## src/rtl/typed_sequence_buffer.sv

```systemverilog
// typed_sequence_buffer
//   Collects keystrokes into an 11-slot character buffer and hands snapshots
//   of it to a sequence drawer. Printable keys append, backspace removes the
//   last character, Enter submits the buffer and clears it. Any accepted edit
//   marks the buffer dirty; a small request FSM then issues one plot request
//   while the drawer is ready and freezes the drawn snapshot for GUARD cycles.
//
// Ports
//   clk, reset               : clock, synchronous active-high reset
//   key_valid, key_code      : one-cycle key strobe and its ASCII code
//   ready_to_plot_sequence   : drawer idle indication
//   sequence_                : frozen snapshot, slot 0 in bits [87:80]
//   num_char, x_start/y_start: constant drawer configuration
//   plot_sequence            : one-cycle plot request
//   char_count, buffer_full  : number of typed characters, full flag
//   overflow                 : one-cycle pulse when a printable key is dropped
//   submit, submit_sequence  : one-cycle Enter pulse, buffer captured at Enter
module typed_sequence_buffer #(
    parameter logic [8:0]  X_POS    = 9'd10,
    parameter logic [8:0]  Y_POS    = 9'd100,
    parameter logic [7:0]  PAD_CHAR = 8'h20,
    parameter int unsigned GUARD    = 4
) (
    input  logic        clk,
    input  logic        reset,
    input  logic        key_valid,
    input  logic [7:0]  key_code,
    input  logic        ready_to_plot_sequence,
    output logic [87:0] sequence_,
    output logic [7:0]  num_char,
    output logic [8:0]  x_start,
    output logic [8:0]  y_start,
    output logic        plot_sequence,
    output logic [3:0]  char_count,
    output logic        buffer_full,
    output logic        overflow,
    output logic        submit,
    output logic [87:0] submit_sequence
);

    localparam int unsigned SLOTS = 11;
    localparam int unsigned CW    = $clog2(GUARD + 1);
    localparam logic [3:0]  FULL  = 4'd11;

    typedef enum logic [1:0] {IDLE, REQUEST, HOLD} state_t;

    state_t       state_q;
    logic [CW-1:0] hold_cnt_q;
    logic [7:0]   work_q [SLOTS];
    logic [7:0]   work_d [SLOTS];
    logic [3:0]   count_q;
    logic [3:0]   count_d;
    logic         dirty_q;
    logic [87:0]  snap_q;
    logic [87:0]  work_q_flat;
    logic [87:0]  work_d_flat;
    logic         edit;
    logic         drop;
    logic         enter;

    // Key decode and next working buffer
    always_comb begin
        for (int unsigned i = 0; i < SLOTS; i++) work_d[i] = work_q[i];
        count_d = count_q;
        edit    = 1'b0;
        drop    = 1'b0;
        enter   = 1'b0;
        if (key_valid) begin
            if (key_code >= 8'h20 && key_code <= 8'h7E) begin
                if (count_q < FULL) begin
                    work_d[count_q] = key_code;
                    count_d         = count_q + 4'd1;
                    edit            = 1'b1;
                end else begin
                    drop = 1'b1;
                end
            end else if (key_code == 8'h08) begin
                if (count_q != 4'd0) begin
                    work_d[count_q - 4'd1] = PAD_CHAR;
                    count_d                = count_q - 4'd1;
                    edit                   = 1'b1;
                end
            end else if (key_code == 8'h0D) begin
                for (int unsigned i = 0; i < SLOTS; i++) work_d[i] = PAD_CHAR;
                count_d = 4'd0;
                edit    = 1'b1;
                enter   = 1'b1;
            end
        end
    end

    always_comb begin
        work_q_flat = '0;
        work_d_flat = '0;
        for (int unsigned i = 0; i < SLOTS; i++) begin
            work_q_flat[87 - 8*i -: 8] = work_q[i];
            work_d_flat[87 - 8*i -: 8] = work_d[i];
        end
    end

    always_ff @(posedge clk) begin
        if (reset) begin
            for (int unsigned i = 0; i < SLOTS; i++) work_q[i] <= PAD_CHAR;
            count_q         <= 4'd0;
            dirty_q         <= 1'b1;
            snap_q          <= {SLOTS{PAD_CHAR}};
            submit_sequence <= {SLOTS{PAD_CHAR}};
            state_q         <= IDLE;
            hold_cnt_q      <= '0;
            plot_sequence   <= 1'b0;
            overflow        <= 1'b0;
            submit          <= 1'b0;
        end else begin
            for (int unsigned i = 0; i < SLOTS; i++) work_q[i] <= work_d[i];
            count_q  <= count_d;
            overflow <= drop;
            submit   <= enter;
            if (enter) submit_sequence <= work_q_flat;

            // An edit landing on the REQUEST cycle keeps the buffer dirty.
            if (edit)                    dirty_q <= 1'b1;
            else if (state_q == REQUEST) dirty_q <= 1'b0;

            // The snapshot takes the buffer value visible during the REQUEST
            // cycle, so it is frozen for the whole REQUEST + HOLD window.
            plot_sequence <= 1'b0;
            case (state_q)
                IDLE: begin
                    if (dirty_q && ready_to_plot_sequence) begin
                        state_q       <= REQUEST;
                        plot_sequence <= 1'b1;
                        snap_q        <= work_d_flat;
                    end
                end
                REQUEST: begin
                    state_q    <= HOLD;
                    hold_cnt_q <= CW'(GUARD);
                end
                HOLD: begin
                    hold_cnt_q <= hold_cnt_q - CW'(1);
                    // Last HOLD cycle makes the IDLE decision itself, so a
                    // pending edit is requested GUARD+1 cycles after the last.
                    if (hold_cnt_q <= CW'(1)) begin
                        if (dirty_q && ready_to_plot_sequence) begin
                            state_q       <= REQUEST;
                            plot_sequence <= 1'b1;
                            snap_q        <= work_d_flat;
                        end else begin
                            state_q <= IDLE;
                        end
                    end
                end
                default: state_q <= IDLE;
            endcase
        end
    end

    assign sequence_   = snap_q;
    assign num_char    = 8'd10;
    assign x_start     = X_POS;
    assign y_start     = Y_POS;
    assign char_count  = count_q;
    assign buffer_full = (count_q == FULL);

endmodule

```

## config.mk

```make
export PLATFORM = sky130hd
export DESIGN_NAME = typed_sequence_buffer
export DESIGN_NICKNAME = d
export VERILOG_FILES = /design/src/rtl/typed_sequence_buffer.sv
export SDC_FILE = /design/constraint.sdc
export NUM_CORES = 1
export LEC_CHECK = 0
export ABC_AREA = 1
export CORE_MARGIN = 2
export CORE_UTILIZATION = 48
export DETAILED_ROUTE_END_ITERATION = 16
export GPL_ROUTABILITY_DRIVEN = 0
export GPL_TIMING_DRIVEN = 0
export PLACE_DENSITY = 0.8
export SYNTH_ARGS = -nofsm -noshare
export SYNTH_HDL_FRONTEND = slang
export SYNTH_SLANG_ARGS = --single-unit
```

## constraint.sdc

```tcl
create_clock -name clk -period 1.65 [get_ports clk]
set_input_delay 0.33 -clock clk [delete_from_list [all_inputs] [get_ports clk]]
set_output_delay 0.33 -clock clk [all_outputs]
set_load 0.1 [all_outputs]
```

==> results of run 1 <==
cell usage after synthesis:
| master | count | area (sq um) |
|---|---|---|
| buf_8 | 1 | 15.01 |
| nor2_4 | 4 | 45.04 |
| a2bb2oi_1 | 1 | 8.760 |
| o2111ai_1 | 1 | 8.760 |
| clkbuf_1 | 76 | 285.3 |
| o21ai_1 | 16 | 80.08 |
| inv_1 | 163 | 611.8 |
| o211ai_1 | 12 | 90.09 |
| dfxtp_1 | 277 | 5545 |
| xor2_1 | 2 | 17.52 |
| buf_2 | 40 | 200.2 |
| o21ai_0 | 228 | 1141 |
| nand4_1 | 4 | 25.02 |
| buf_6 | 4 | 45.04 |
| nand2_2 | 4 | 25.02 |
| a21oi_1 | 171 | 855.8 |
| conb_1 | 2 | 7.510 |
| buf_4 | 29 | 217.7 |
| buf_1 | 4 | 15.01 |
| a21boi_0 | 2 | 15.01 |
| nand3_1 | 48 | 240.2 |
| nand2_1 | 558 | 2095 |
| nand3b_1 | 1 | 7.510 |
| ha_1 | 13 | 162.7 |
| nor3_1 | 2 | 10.01 |
| o21bai_1 | 1 | 7.510 |
| nor2_1 | 268 | 1006 |
| o22ai_1 | 1 | 6.260 |
| nand3_2 | 8 | 80.08 |
| or2_2 | 20 | 125.1 |
| inv_2 | 9 | 33.78 |
| nand2_4 | 9 | 101.4 |
logic make-up after synthesis:
group | share of synthesized area (%)
compound gates | 16.86
buf+inv | 10.84
fa+ha+maj | 1.239
xor+xnor | 0.1334
other cells | 0.05720
flops | 42.23
simple gates | 28.64
flip-flops by register name, indices dropped and copies added, names as in the netlist, 2 cells and up:
signal	count
char_count	4
hold_cnt_q	3
sequence_	88
state_q	2
submit_sequence	88
work_q	88
per-stage QoR:
stage,total power [W],setup TNS [ns]
after floorplan,0.01855,-4.792
after global routing,0.03064,-37.56
final,0.02978,-24.51
after global placement,0.02166,-256.61
after detailed placement,0.02183,-254.88
after CTS,0.02864,-13.16
worst max-delay path, delay by kind of cell, from the launching register on:
family / cells / cell delay (ns)
flip-flops: 1 / 0.37
AND/OR/NAND/NOR: 7 / 0.69
AO/OA/AOI/OAI: 2 / 0.34
buffers and inverters: 3 / 0.43
power groups by stage:
stage	Sequential, W	Combinational, W	Clock, W
2_1_floorplan	0.0154	0.00318	0
3_3_place_gp	0.00872	0.0129	0
3_5_place_dp	0.00873	0.0131	0
4_1_cts	0.00860	0.0134	0.00665
5_1_grt	0.00879	0.0149	0.00697
6_report	0.00871	0.0144	0.00670
area by class of cell:
type                            count  area, sq um
Buffer                            153         1145
Clock buffer                       44        873.3
Clock inverter                      6        85.08
Fill cell                        2256         9223
Inverter                          172        673.1
Multi-Input combinational cell   1400         7014
Sequential cell                   277         5564
Tap cell                          341        426.7
Timing Repair Buffer              246         1872
layer usage:
| metal | vias to the layer above | GRT usage, % | routed length (microns) |
|---|---|---|---|
| li1 | 6780 | - | - |
| met1 | 6772 | 40.82 | 18750 |
| met2 | 1036 | 48.36 | 21530 |
| met3 | 291 | 6.297 | 6079 |
| met4 | 0 | 16.43 | 3383 |
| met5 | - | 0 | 0 |
what timing repair did:
| action | 4_1_cts | 5_1_grt |
|---|---|---|
| setup buffers | 26 | 17 |
| pin swaps | 18 | 56 |
| endpoints found under the setup margin | 455 | 354 |
| resized for setup | 1179 | 289 |
| gates cloned | 5 | 5 |
| hold buffers | 0 | 0 |
final timing paths:
| check | endpoint | slack [ns] | cells after the start |
|---|---|---|---|
| worst min-delay path | overflow$_SDFF_PP0_ | 0.37 | 3 |
| worst max register to register | sequence_[43]$_SDFFE_PP0P_ | -0.31 | 12 |
| worst min register to register | submit_sequence[61]$_SDFFE_PP1P_ | 0.47 | 2 |
| worst max-delay path | sequence_[43]$_SDFFE_PP0P_ | -0.31 | 12 |
==> run summary, run 1 <==
Sw Ratio = 49.70%
Setup crit end kind = flip-flop
Post-Place Cell Area = 15710 sq um
Net Sw Power = 0.01480 W
share of cells above drive strength 1 = 27.89%
Seq pwr share = 29.2%
GRT Residual Overflow = 0
crit path DAT = 2.40 ns
hold slack = 0.3744 ns
post-DR wirelength/cell = 18.85 microns
Slowest Stage Delay on Critical Path = 0.37 ns
failing checks = setup timing
Slowest cell on crit path = dfxtp_4
CTS root buf = clkbuf_16
Syn. warnings = 0
startpoint types = flip-flop
CP max FO = 9
CP startpoint = char_count[3]$_SDFFE_PP0P_
Die ar. = 28690 sq um
Least-Margin Pin Slew = 0.9220 ns
Cells after DPL = 2537
worst r2r src = char_count[3]$_SDFFE_PP0P_
hold wc startpoint = key_valid
FP Rows = 60
Mapped Cells = 1979
Port Buffer Count = 193
TritonCTS clock tree = built
pin count of the biggest net entering global routing = 15
Vias = 14880
ANT cells = 0
mapped cell area = 13130 sq um
Place WS = -1.017 ns
Skew-Pair Late Insertion Delay = 0.57 ns
combinational power share = 48.2%
Final Non-Filler Cells = 2639
HPWL Detailed = 31230 microns
clk sinks = 277
Detail Route Antenna Nets = 0
H-Tree Depth = 1
total track usage = 31.09%
wirelength, routed = 49740 microns
average vias per placed instance = 5.638
Critical Path RT = 2.09 ns
clock-pin slew on the worst setup and hold paths = 0.08 ns
Starting Density = 48.85%
Die Height = 169.4 microns
Util after Layout = 65.68%
Cell Pwr Density = 1687 nW/um^2
core area = 26880 sq um
Clk network pwr share = 22.5%
Internal = 0.01498 W
Worst path most repeated cell = nand2_1
final period utilization = 119.0%
Layout area overhead = 34.45%
max-slew violations = 0
Final Hold Vio Count = 0
Setup Viol. Count Final = 185
Worst Hold Class = in2reg
MaxCap Viol Count = 0
Final Critical Period = 1.964 ns
1st-pass router iterations = 9
Static Leak = 8.938 nW
fmax = 0.5093 GHz
Mean Syn Cell Area = 6.635 sq um
clk buf depth = 3
commonest non-fill, non-tap cell in the layout = nand2_1
Worst IR Drop VDD = 2117 uV
drt initial violations = 1964
Die W = 169.4 microns
Yosys reg bits = 277
status = finished with violations
clk_skew = 0.01738 ns
CTS Buf Count = 28
first-pass GRT wire length = 70830 microns
commonest cells after routing, fill and taps aside = nand2_1, dfxtp_1, nor2_1
finished layout cell area = 17650 sq um
vias in the first global route = 13100
Distinct cells, synth = 32
DRC = 0
IO Pins = 222
final net count = 2303
register area share after synthesis = 42.23%
RSZ-0062 raised after global routing = yes
final setup margin = -0.3136 ns
critical-path cell list = buf_12 > nor2_4 > buf_12 > buf_6 > a21boi_0 > nand3_1 > nand2_1 > nand2_4 > nand2_1 > nand2_1 > nand2_1 > a21oi_1
Slew headroom = 38.54%
initial antenna violation count = 1
worst setup path class = reg2reg
(Power assumes the default switching activity.)
==> run 2, diff against run 1 <==
- CAP_MARGIN: default -> 20
==> results of run 2 <==
Same layout as run 1: the final DEF is identical, and so are final timing and power.
